===== src/rtl/fetch_buffer.sv =====
// fetch_buffer: fetch PC + I-cache request + circular instruction queue feeding 3-way dispatch.
// Optional WFI fetch halt enabled by defining FETCH_HALT_STOP_EN.
package fetch_buffer_pkg;
  typedef struct packed {
    logic [31:0] inst;
    logic [31:0] pc;
    logic [31:0] npc;
    logic        valid;
  } fetch_dispatch_packet_t;
endpackage

module fetch_buffer
  import fetch_buffer_pkg::*;
#(
  parameter int          WIDTH    = 3,
  parameter int          DEPTH    = 8,
  parameter logic [31:0] RESET_PC = 32'h0
) (
  input  logic                                  clock,
  input  logic                                  reset,
  input  logic                                  squash,
  input  logic [31:0]                           target_pc,
  output logic                                  icache_req_valid,
  output logic [31:0]                           icache_req_addr,
  input  logic                                  icache_rsp_valid,
  input  logic [63:0]                           icache_rsp_data,
  input  logic [$clog2(WIDTH+1)-1:0]            dispatch_num,
  output fetch_dispatch_packet_t [WIDTH-1:0]    fetch_packet_out,
  output logic [$clog2(DEPTH+1)-1:0]            free_slots
);
  localparam int PW = $clog2(DEPTH);
  localparam int CW = $clog2(DEPTH+1);
  localparam logic [31:0] WFI = 32'h10500073;
  logic [31:0] pc;
  logic [PW-1:0] head, tail, tail_p1;
  logic [CW-1:0] count, deq;
  logic [31:0] inst_q [DEPTH];
  logic [31:0] pc_q [DEPTH];
  logic [31:0] lo, hi, first_inst;
  logic [1:0] enq;
  logic two, req, hit, cut, stopped;
`ifdef FETCH_HALT_STOP_EN
  // A WFI in the low word drops the high word; any enqueued WFI stops fetch until redirect.
  assign cut = two && lo == WFI;
  always_ff @(posedge clock or posedge reset)
    if (reset) stopped <= 1'b0;
    else if (squash) stopped <= 1'b0;
    else if (hit && (first_inst == WFI || (two && !cut && hi == WFI))) stopped <= 1'b1;
`else
  assign cut = 1'b0;
  assign stopped = 1'b0;
`endif
  always_comb begin
    lo = icache_rsp_data[31:0];
    hi = icache_rsp_data[63:32];
    two = !pc[2];
    first_inst = two ? lo : hi;
    req = !squash && !stopped && (CW'(DEPTH) - count >= CW'(2));
    hit = req && icache_rsp_valid;
    enq = !hit ? 2'd0 : (two && !cut) ? 2'd2 : 2'd1;
    deq = (CW'(dispatch_num) > count) ? count : CW'(dispatch_num);
    tail_p1 = tail + PW'(1);
  end
  assign icache_req_valid = req && !reset;
  assign icache_req_addr = {pc[31:3], 3'b000};
  assign free_slots = CW'(DEPTH) - count;
  always_ff @(posedge clock or posedge reset)
    if (reset) begin
      pc <= RESET_PC;
      head <= '0;
      tail <= '0;
      count <= '0;
    end else if (squash) begin
      pc <= target_pc;
      head <= '0;
      tail <= '0;
      count <= '0;
    end else begin
      if (hit) pc <= pc + (two ? 32'd8 : 32'd4);
      tail <= tail + PW'(enq);
      head <= head + PW'(deq);
      count <= count + CW'(enq) - deq;
    end
  always_ff @(posedge clock)
    if (hit) begin
      inst_q[tail] <= first_inst;
      pc_q[tail] <= pc;
      if (enq == 2'd2) begin
        inst_q[tail_p1] <= hi;
        pc_q[tail_p1] <= pc + 32'd4;
      end
    end
  for (genvar i = 0; i < WIDTH; i++) begin : g_slot
    logic [PW-1:0] idx;
    assign idx = head + PW'(i);
    assign fetch_packet_out[i] = (CW'(i) < count) ? {inst_q[idx], pc_q[idx], pc_q[idx] + 32'd4, 1'b1} : '0;
  end
endmodule


===== config.mk =====
export PLATFORM = sky130hd
export DESIGN_NAME = fetch_buffer
export DESIGN_NICKNAME = d
export VERILOG_FILES = /design/src/rtl/fetch_buffer.sv
export SDC_FILE = /design/constraint.sdc
export NUM_CORES = 2
export LEC_CHECK = 0
export CELL_PAD_IN_SITES_DETAIL_PLACEMENT = 1
export CELL_PAD_IN_SITES_GLOBAL_PLACEMENT = 1
export CORE_MARGIN = 8
export CORE_UTILIZATION = 46
export CTS_CLUSTER_SIZE = 8
export DETAILED_ROUTE_END_ITERATION = 6
export PLACE_DENSITY = 0.79
export SYNTH_ARGS = -nofsm -noshare
export SYNTH_HDL_FRONTEND = slang
export SYNTH_SLANG_ARGS = --single-unit

===== constraint.sdc =====
create_clock -name clock -period 10 [get_ports clock]
set_input_delay 1.5 -clock clock [delete_from_list [all_inputs] [get_ports clock]]
set_output_delay 1.5 -clock clock [all_outputs]
set_load 0.02 [all_outputs]

# == Word level (Yosys, flattened, before mapping) ==
# Memories as Yosys holds them, arrays and structs flattened.
# Cells that the tools add are included.
# op_classes
eq_ne,1
reduce_logical,6
n_addsub,13
mux,18
magnitude_cmp,5
# op_table
op,n
two-way mux 97 bit,3
adder 32 x 3 -> 32 bit (second input constant),4
two-way mux 32 bit,3
adder 32 x 4 -> 32 bit,1
two-way mux 4 bit,3
less-than comparator 1 x 4 -> 1 bit (first input constant),2
adder 3 x 1 -> 3 bit (second input constant),2
two-way mux 3 bit,2
two-way mux 1 bit,5
adder 4 x 2 -> 4 bit,1
greater-or-equal comparator 4 x 2 -> 1 bit (second input constant),1
> comparator 2 x 4 -> 1 bit,1
less-than comparator 2 x 4 -> 1 bit (first input constant),1
two-way mux 2 bit,2
subtractor 4 bit,1
subtractor 4 bit (first input constant),1
adder 3 x 2 -> 3 bit,1
adder 3 x 2 -> 3 bit (second input constant),1
adder 3 bit,1
logical AND 1 bit,3
== test 2 bit (second input constant),1
zero test 1 bit,2
nonzero test 2 bit,1
# word_totals
memories,2
wordCells,49
ramBits,512
out_inout_bits,328
input_bits,102
ff_bits,42
# memory_table
name,depth,word_bits,rd,rd_clocked_by_memory_dff,wr,line_no,text
inst_q,8,32,3,0,2,37,logic [31:0] inst_q [DEPTH];
pc_q,8,32,3,0,2,38,logic [31:0] pc_q [DEPTH];

# == Logic depth before layout (Yosys ltp) ==
# depth
ltp_word,9
mapped_depth,17
mapped_depth_nobuf,13

# == Worst setup path after synthesis ==
# Ideal clock, no wire load.
# synth_timing
path_type,input to register
startpoint,in icache_rsp_valid
endpoint,"mem inst_q[0][0], enable pin"
stages,4
n_path_buf,1
slack_ns,2.565
t_arrival_ns,6.855
required_ns,9.420
setup_ns,0.580
cell_sequence,o41ai_2 -> or3_1 -> buf_2 -> o31ai_1
# synth_rtl
item,line_no,text
from (decl),25,"input logic icache_rsp_valid,"
to (decl),37,

==> flow_summary.yaml <==
status:
  status: "complete, no violations"
pwr:
  power_density_nw_per_um2: 370
  peakVddDrop_mv: 0.259
  finalPower_w: 0.0159
  leakagePower_nw: 14.6
logic_synthesis:
  postSynthAreaPerCell_um2: 11.0
  synth_seq_cells: 554
  synth.area.top_cells: "edfxtp_1 42%, mux4_2 16%, nor2_1 5.7%, mux2i_1 5.7%, a21oi_1 4.9%"
  yosys.area.top_type: "edfxtp_1"
  synth_edf_count: 512
  async_flop_share: 0.0758
  synth_cell_types: 66
  synth_ff_type: "edfxtp_1"
  ys_seq_area_frac: 0.450
  synth_top_area_frac: 0.421
  netlist_area_um2: 36500
  synth_warnings: 0
  syn_inst: 3314
global_route:
  grt_max_degree: 189
  antenna_found_initial: 9
  overflow: 0
  grt_pass1_wl_mm: 206
  grt_pass1_vias: 31300
  grt_usage: 0.304
cts:
  htreeDepth: 3
  path_clk_slew_ps: 50
  cts_root_buf: "clkbuf_16"
  clock-sinks: 554
  cts.repair.resized: 0
  numCtsBuffers: 79
  postCtsHoldBufs: 0
  cts.path.max_buffers: 3
  post_cts_buffers: 0
  cts_tree: "built"
  clkLatencyLatePin_ps: 620
setup_path:
  cp_slowest_cell: "ha_4"
  crit_type: "reg2out"
  crit_arrival_ps: 6050
  crit-reg2reg-launch: "pc[2]"
  r2r_cells: 8
  end_kind: "output port"
  critPathMaxFanout: 56
  cp_top_family: "simple AND/OR/NAND/NOR gates"
  reg2reg_slack_ps: 4520
  crit_start: "head[0]"
  max_stage_delay_ps: 950
  critPathRequiredTime_ps: 8500
  cp-start-kind: "flip-flop"
  worstPathBufferInverterCount: 2
  r2r-end: "pc_q[0][30]"
  path_cells: "ha_4, buf_4, mux2i_1, mux4_2, nor3_1, nor3b_2, nand4_2, nor3_2, mux2_2, clkdlybuf4s50_1"
die:
  dieHeight_um: 298
  core_um2: 78900
  die_area_um2: 88700
  die_w_um: 298
  rows: 103
  start_util: 0.463
  num_io_pins: 430
place:
  dpl.hpwl_mm: 91.8
  dp.cells: 4399
  port_buffers: 426
  place_ws_ps: 3150
  globalplace.congestion: 0.898
timing:
  worstMarginPinSlew_ps: 1180
  relSlewSlack: 0.213
  fmax_ghz: 0.132
  fin_crit_sh: 0.755
  hold_viol_final: 0
  setup_ws_ps: 2450
  rsz0062_at_grt: "false"
  slew_viol_final: 0
  tns_ps: 0
  finClkSkew_ps: 24.2
  min_period_ps: 7550
  setup_violations: 0
finish:
  layoutNonFillerInstCount: 4520
  fin_util: 0.545
  syn2layout_area_growth_pct: 17.6
  drive_gt1_frac: 0.140
  final_nets: 3555
job:
  maxCapViolations: 0
drt:
  dr_total_vias: 29300
  wl_mm: 139
  post_drt_wl_per_cell_um: 30.8
  drt_first_iter_violations: 3269
  drc_errors: 0
  dr.pass1.iters: 5
  vias_per_cell: 6.48
  postRouteAntennaNets: 0
worst_hold_path:
  min_to: "tail[0]"
  min_path_type: "reg2reg"
  min_path_cells: 2
  min_from: "tail[0]"
==> through the flow <==
| step | cell area, µm² | hold WS (ps) |
|---|---|---|
| 2_1_floorplan | 36500 | 533 |
| 3_3_place_gp | 40700 | 695 |
| 3_5_place_dp | 40700 | 720 |
| 4_1_cts | 42900 | 735 |
| 5_1_grt | 43000 | 746 |
| 6_report | 43000 | 747 |
==> how the worst max path moves through the flow <==
stage / endpoint / slack (ps) / cells past startpoint
final: fetch_packet_out[125] / 2450 / 10
after global placement: fetch_packet_out[222] / 3320 / 9
after detailed placement: fetch_packet_out[125] / 3150 / 9
after global routing: fetch_packet_out[222] / 2200 / 9
after CTS: fetch_packet_out[125] / 2480 / 9
after floorplan: inst_q[0][0] / 2560 / 4
==> state kept, by name, indices dropped and copies added (netlist names) <==
register and count:
count 4, pc_q 256, inst_q 256, head 3, tail 3, pc 32
==> power breakdown <==
part	internal (W)	switching (W)
sequential	0.00280	0.000289
combinational	0.00425	0.00603
clock	0.00152	0.00100
total	0.00856	0.00732
==> placed cells by master, fill, tap and decap left out, types with 5 or more instances in the layout <==
| cell | count |
|---|---|
| xor2_1 | 62 |
| nor2_1 | 559 |
| o41ai_1 | 5 |
| mux4_1 | 18 |
| nand3b_1 | 10 |
| o31ai_1 | 11 |
| nor3_1 | 25 |
| nand2b_1 | 8 |
| clkbuf_16 | 83 |
| clkbuf_1 | 29 |
| inv_1 | 23 |
| and2_1 | 10 |
| buf_4 | 53 |
| nor4_1 | 16 |
| a211oi_1 | 22 |
| ha_1 | 18 |
| nor4_4 | 5 |
| edfxtp_1 | 512 |
| nand2_1 | 310 |
| mux2_2 | 33 |
| clkdlybuf4s50_1 | 425 |
| nor3b_1 | 6 |
| mux4_2 | 254 |
| xnor2_1 | 125 |
| mux2i_1 | 209 |
| dfrtp_1 | 38 |
| nand3_1 | 31 |
| nand4b_1 | 6 |
| nand4_1 | 17 |
| a21oi_1 | 357 |
| nor3_2 | 7 |
| o21ai_0 | 72 |
| or3_1 | 7 |
| o21ai_4 | 6 |
| and3_1 | 15 |
| nor2b_1 | 8 |
==> Yosys cell counts, types with 59 or more instances <==
| library cell | number |
|---|---|
| xor2_1 | 62 |
| clkbuf_1 | 294 |
| mux4_2 | 254 |
| o21ai_0 | 78 |
| nor2_1 | 559 |
| buf_4 | 59 |
| a21oi_1 | 357 |
| xnor2_1 | 125 |
| edfxtp_1 | 512 |
| mux2i_1 | 209 |
| nand2_1 | 314 |
==> cells by family (layout without fill, tap and decap cells) <==
group / Yosys count / count (layout) / share of synthesized area
AO/OA/AOI/OAI: 490 / 490 / 0.0719
XOR/XNOR: 189 / 189 / 0.0460
adder cells (fa/ha/maj): 23 / 23 / 0.00870
buffers and inverters: 474 / 624 / 0.0608
flip-flops: 554 / 554 / 0.450
multiplexers: 514 / 514 / 0.237
other: 1 / 7 / 0.000103
AND/OR/NAND/NOR: 1069 / 1069 / 0.126
==> layer usage <==
layer | part of all wire | global-route usage | vias up
met1 | 0.38 | 0.383 | 15000
met3 | 0.090 | 0.0553 | 343
met2 | 0.49 | 0.508 | 1716
li1 | - | - | 12200
met5 | 0.000086 | 0 | -
met4 | 0.045 | 0.140 | 2
==> area by class of cell <==
class	instances	area, µm²
repair buffers	481	4700
clock buffers	112	2190
well taps	1050	1310
diodes	4	10.0
multi-input cells	2288	18200
flip-flops and latches	554	16400
clock inverters	5	60.1
fillers	8205	35900
inverters	26	100
==> worst reg2reg max path, delay by kind of cell, from the launching register on <==
kind / cells / cell delay [ps]
xor+xnor: 1 / 540
compound gates: 1 / 240
simple gates: 5 / 3060
fa+ha+maj: 1 / 530
flops: 1 / 770
(Power assumes the default switching activity.)
